==> config.mk <==
export PLATFORM = sky130hd
export DESIGN_NAME = uart_tx_fifo
export DESIGN_NICKNAME = d
export VERILOG_FILES = /design/src/rtl/uart_tx_fifo_pkg.sv /design/src/rtl/uart_fifo_mem.sv /design/src/rtl/uart_tx_fifo.sv
export VERILOG_INCLUDE_DIRS = /design/src /design/src/rtl
export SDC_FILE = /design/constraint.sdc
export NUM_CORES = 1
export LEC_CHECK = 0
export ABC_AREA = 0
export CAP_MARGIN = 20
export CORE_MARGIN = 5
export CORE_UTILIZATION = 45
export CTS_BUF_LIST = sky130_fd_sc_hd__clkbuf_8 sky130_fd_sc_hd__clkbuf_16
export DETAILED_ROUTE_END_ITERATION = 10
export GPL_TIMING_DRIVEN = 1
export SLEW_MARGIN = 0
export SYNTH_ARGS = -nofsm -noshare
export SYNTH_HDL_FRONTEND = slang
export SYNTH_SLANG_ARGS = --single-unit
==> constraint.sdc <==
create_clock -name wb_clk_i -period 4.2 [get_ports wb_clk_i]
set_input_delay 0.84 -clock wb_clk_i [delete_from_list [all_inputs] [get_ports wb_clk_i]]
set_output_delay 0.84 -clock wb_clk_i [all_outputs]
set_load 0.01 [all_outputs]
==> src/rtl/uart_defines.vh <==
// Register map and thresholds shared by the UART blocks.
`ifndef UART_DEFINES_VH
`define UART_DEFINES_VH

`define UART_REG_TR 0
`define UART_REG_LC 3
`define UART_REG_LS 5

`ifndef UART_TX_LOWWATER
`define UART_TX_LOWWATER 4
`endif

`endif

==> src/rtl/uart_tx_fifo_pkg.sv <==
// Shared types and register addresses for the UART transmit FIFO.
// Register addresses are taken from the shared uart_defines.vh.
`include "uart_defines.vh"

package uart_tx_fifo_pkg;

  localparam int unsigned REG_TR = `UART_REG_TR;
  localparam int unsigned REG_LC = `UART_REG_LC;
  localparam int unsigned REG_LS = `UART_REG_LS;

  // Encoded as {push, pop} so the accepted operations map directly onto it.
  typedef enum logic [1:0] {
    FIFO_IDLE = 2'b00,
    FIFO_POP  = 2'b01,
    FIFO_PUSH = 2'b10,
    FIFO_BOTH = 2'b11
  } fifo_op_e;

endpackage

==> src/rtl/uart_fifo_mem.sv <==
// Byte storage for the TX FIFO: one synchronous write port and one
// asynchronous read port so the head entry is always visible.
module uart_fifo_mem #(
  parameter int DEPTH  = 16,
  parameter int DATA_W = 8
) (
  input  logic                     clk,
  input  logic                     wr_en,
  input  logic [$clog2(DEPTH)-1:0] wr_addr,
  input  logic [DATA_W-1:0]        wr_data,
  input  logic [$clog2(DEPTH)-1:0] rd_addr,
  output logic [DATA_W-1:0]        rd_data
);

  logic [DATA_W-1:0] mem [DEPTH];

  always_ff @(posedge clk) begin
    if (wr_en) begin
      mem[wr_addr] <= wr_data;
    end
  end

  assign rd_data = mem[rd_addr];

endmodule

==> src/rtl/uart_tx_fifo.sv <==
// UART transmit FIFO with show-ahead head, registered level/empty and a sticky
// overrun flag. Optional low-water output: define UART_TX_FIFO_LOWWATER_EN.
module uart_tx_fifo
  import uart_tx_fifo_pkg::*;
#(
  parameter int ADDRESS_WIDTH = 5,
  parameter int DEPTH         = 16
) (
  input  logic                     wb_clk_i,
  input  logic                     wb_rst_i,
  input  logic [ADDRESS_WIDTH-1:0] addr_in,
  input  logic                     we,
  input  logic [7:0]               w_data_in,
  input  logic                     re,
  input  logic                     fifo_clr,
  input  logic                     tx_pop,
  output logic [7:0]               tx_data,
  output logic                     tx_empty,
  output logic [$clog2(DEPTH):0]   tx_level,
  output logic                     tf_overrun
`ifdef UART_TX_FIFO_LOWWATER_EN
  ,
  output logic                     tx_lowwater
`endif
);

  localparam int AW = $clog2(DEPTH);
  localparam int PW = AW + 1;

  logic [PW-1:0] wr_ptr;
  logic [PW-1:0] rd_ptr;
  logic [PW-1:0] wr_ptr_nxt;
  logic [PW-1:0] rd_ptr_nxt;
  logic [PW-1:0] level_nxt;

  logic     tr_sel;
  logic     ls_sel;
  logic     full;
  logic     push_req;
  logic     pop_ok;
  logic     push_ok;
  logic     ovr_set;
  logic     ovr_clr;
  fifo_op_e op;

  assign tr_sel = (addr_in == ADDRESS_WIDTH'(REG_TR));
  assign ls_sel = (addr_in == ADDRESS_WIDTH'(REG_LS));

  // Pointers carry one extra wrap bit so full and empty are distinguishable.
  assign full = (wr_ptr[AW] != rd_ptr[AW]) && (wr_ptr[AW-1:0] == rd_ptr[AW-1:0]);

  assign push_req = we && tr_sel;
  assign pop_ok   = tx_pop && !tx_empty && !fifo_clr;
  // A push into a full FIFO is still accepted when the head leaves on the same edge.
  assign push_ok  = push_req && !fifo_clr && (!full || pop_ok);
  assign ovr_set  = push_req && !fifo_clr && full && !pop_ok;
  assign ovr_clr  = (re && ls_sel) || fifo_clr;

  assign op = fifo_op_e'({push_ok, pop_ok});

  always_comb begin
    wr_ptr_nxt = wr_ptr;
    rd_ptr_nxt = rd_ptr;
    if (fifo_clr) begin
      wr_ptr_nxt = '0;
      rd_ptr_nxt = '0;
    end else begin
      case (op)
        FIFO_PUSH: wr_ptr_nxt = wr_ptr + PW'(1);
        FIFO_POP:  rd_ptr_nxt = rd_ptr + PW'(1);
        FIFO_BOTH: begin
          wr_ptr_nxt = wr_ptr + PW'(1);
          rd_ptr_nxt = rd_ptr + PW'(1);
        end
        default: ;
      endcase
    end
  end

  assign level_nxt = wr_ptr_nxt - rd_ptr_nxt;

  always_ff @(posedge wb_clk_i) begin
    if (wb_rst_i) begin
      wr_ptr     <= '0;
      rd_ptr     <= '0;
      tx_empty   <= 1'b1;
      tx_level   <= '0;
      tf_overrun <= 1'b0;
    end else begin
      wr_ptr   <= wr_ptr_nxt;
      rd_ptr   <= rd_ptr_nxt;
      tx_empty <= (level_nxt == '0);
      tx_level <= level_nxt;
      if (ovr_set) begin
        tf_overrun <= 1'b1;
      end else if (ovr_clr) begin
        tf_overrun <= 1'b0;
      end
    end
  end

`ifdef UART_TX_FIFO_LOWWATER_EN
  always_ff @(posedge wb_clk_i) begin
    if (wb_rst_i) begin
      tx_lowwater <= 1'b1;
    end else begin
      tx_lowwater <= (level_nxt <= PW'(`UART_TX_LOWWATER));
    end
  end
`endif

  uart_fifo_mem #(
    .DEPTH  (DEPTH),
    .DATA_W (8)
  ) u_mem (
    .clk     (wb_clk_i),
    .wr_en   (push_ok && !wb_rst_i),
    .wr_addr (wr_ptr[AW-1:0]),
    .wr_data (w_data_in),
    .rd_addr (rd_ptr[AW-1:0]),
    .rd_data (tx_data)
  );

endmodule

==> impl_metrics.toml <==
[outcome]
status = "complete, no violations"

[synth]
seq_area_frac_synth_pct = 69.4
ys_seq_elements = 145
ys.flop_type = "edfxtp_1"
ys_types = 43
synth_nets = 349
synth_async_sr_flop_share_pct = 0
postSynthCellCount = 320
netlist_area_mm2 = 0.00603
ys_warn_count = 0
synth_edf_count = 128
syn_avg_cell_area_um2 = 18.8

[cts]
clock-root-buffer = "clkbuf_16"
post_cts_resized = 0
cts_hold_buf = 0
cts_tree = "yes"
clock_latency_ns = 0.41
cts_sinks = 145
cts_buffers = 17
cts_setup_buffers = 0
htree_levels = 4
path_clk_slew_ns = 0.06
clockBufferDepth = 2

[die]
core_area_mm2 = 0.0132
die_h_um = 126
placementRows = 42
dieWidth_um = 126
ios = 34
dieArea_mm2 = 0.0158
start_util_pct = 45.7

[setup_path]
r2r_cells = 14
end_kind = "primary output"
critical_path_peak_fanout = 20
critical_path_arrival_ns = 2.88
startpoint_type = "flip-flop"
worst_ep_required_time_ns = 3.36
worst-setup-path-type = "flip-flop to primary output"

[grt]
grt_overflow_total = 0
first_global_vias = 3286
grt_pass1_wl_um = 19200
grt_max_degree = 37
track_usage_pct = 16.6
antenna_found_initial = 0

[layout]
area_delta_synth_final_pct = 23.2
drive_above_1_share_pct = 31.2
fillers = 1018
fin_cells = 577
insertedDiodeCount = 0
finalNetCount = 417

[placed_design]
port_buffers = 33
dp_hpwl_um = 8220
dpl.cell_count = 545
gp_congestion = 0.792

[timing]
slew_headroom_pct = 59.3
finalSetupViolations = 0
rsz0062_at_grt = "no"
final_max_slew_viol_count = 0
period_needed_ns = 3.72
final_hold_viol_count = 0
finalCritPeriodShare_pct = 88.7
tightest_slew_ns = 0.609
finalSetupTns_ns = 0
skew_ns = 0.00784
fmax_ghz = 0.268

[min_path]
min-delay-path-class = "flip-flop to flip-flop"
holdPathStages = 2

[drt]
avgRoutedWirePerCell_um = 21.6
ant_nets = 0
drt-vias-per-instance = 5.50
via_count = 3171
drt_pre_antenna_iters = 6
drc_errors = 0
routed_wl_um = 12500
initialDrtViolationCount = 239

[pwr]
finalPower_mw = 3.08
p_leak_nw = 2.38
p_per_area_mw_per_mm2 = 415
ir_drop_uv = 177

[job]
max_cap_viol_count = 0
cell type report:
| class | count | area (um2) | share of cell area [%] |
|---|---|---|---|
| inverter | 6 | 22.5 | 0.303 |
| timing repair buffer | 67 | 598 | 8.05 |
| multi-input combinational | 151 | 1830 | 24.6 |
| tap | 176 | 220 | 2.96 |
| clock inverter | 15 | 151 | 2.04 |
| sequential | 145 | 4190 | 56.3 |
| clock buffer | 17 | 425 | 5.73 |
Yosys cell counts (3+ instances only):
cell type  count  area (um2)
nand2_1       10        37.5
nor4_1         5        31.3
nor2_1        18        67.6
edfxtp_1     128        3840
xor2_1         5        43.8
dfxtp_1       17         340
inv_1          6        22.5
nor3_1         3        15.0
clkbuf_1       8        30.0
xnor2_1       10        87.6
mux4_2        40         901
buf_2          6        30.0
nand2b_1       3        18.8
nand4_1        3        18.8
a21oi_1        3        15.0
nor4b_1       12         105
nand3_1        5        25.0
ha_1           9         113
through the flow:
| step | setup slack, ns | area [um2] | util [%] | hold WS, ns |
|---|---|---|---|---|
| after floorplan | 0.730 | 6030 | - | 0.488 |
| after global placement | 0.419 | 6850 | 51.9 | 0.461 |
| after detailed placement | 0.268 | 6850 | 51.9 | 0.477 |
| after CTS | 0.369 | 7430 | 56.3 | 0.491 |
| after global routing | 0.328 | 7430 | 56.3 | 0.506 |
| final | 0.475 | 7430 | 56.3 | 0.495 |
cell families after synthesis:
group,Yosys count,synth area share (%)
AO/OA/AOI/OAI,18,2.64
XOR/XNOR,15,2.18
adder cells (fa/ha/maj),10,2.20
buffers and inverters,24,2.01
flip-flops,145,69.4
multiplexers,41,15.1
AND/OR/NAND/NOR,67,6.49
cells in the final DEF (no fill, tap or decap), types with 4 or more instances in the layout:
cell	n
buf_4	33
clkbuf_16	17
clkdlybuf4s50_1	33
clkinv_2	5
dfxtp_1	16
edfxtp_1	128
ha_1	9
inv_1	8
mux4_2	40
nand2_1	10
nand3_1	5
nor2_1	18
nor4_2	4
nor4b_2	12
xnor2_1	10
xor2_1	5
report_power, final:
part | leakage (nW) | total, mW | switching, mW | internal, mW
sequential | 1.29 | 1.57 | 0.00105 | 1.57
combinational | 0.794 | 0.0616 | 0.0347 | 0.0269
clock | 0.295 | 1.45 | 0.537 | 0.917
total | 2.38 | 3.08 | 0.572 | 2.51
registers in the layout (all words and copies together) (netlist names):
| name | count |
|---|---|
| tf_overrun | 1 |
| tx_empty | 1 |
| u_mem.mem | 128 |
| wr_ptr | 5 |
| tx_level | 5 |
| rd_ptr | 5 |
final timing paths:
kind	start	endpoint	slack [ns]
max reg2reg	rd_ptr[1]$_SDFF_PP0_	tx_empty$_SDFF_PP1_	0.98
min reg2reg	tf_overrun$_SDFFE_PP0P_	tf_overrun$_SDFFE_PP0P_	0.50
min	tf_overrun$_SDFFE_PP0P_	tf_overrun$_SDFFE_PP0P_	0.50
max	rd_ptr[0]$_SDFF_PP0_	tx_data[1]	0.48
critical path: stages, from the launching register on:
cell and delay [ns]:
dfxtp_2 0.66, buf_12 0.27, mux4_2 0.54, mux4_2 0.49
clkdlybuf4s50_1 0.52
metal layers:
| layer | share of wire (%) | wire length [um] | global-route usage (%) | vias up |
|---|---|---|---|---|
| li1 | - | - | - | 1436 |
| met1 | 43 | 5410 | 22.2 | 1648 |
| met2 | 51 | 6370 | 27.0 | 80 |
| met3 | 4.7 | 588 | 3.68 | 7 |
| met4 | 0.68 | 85 | 5.74 | 0 |
| met5 | 0 | 0 | 0 | - |
Power figures use the tool's default switching activity.
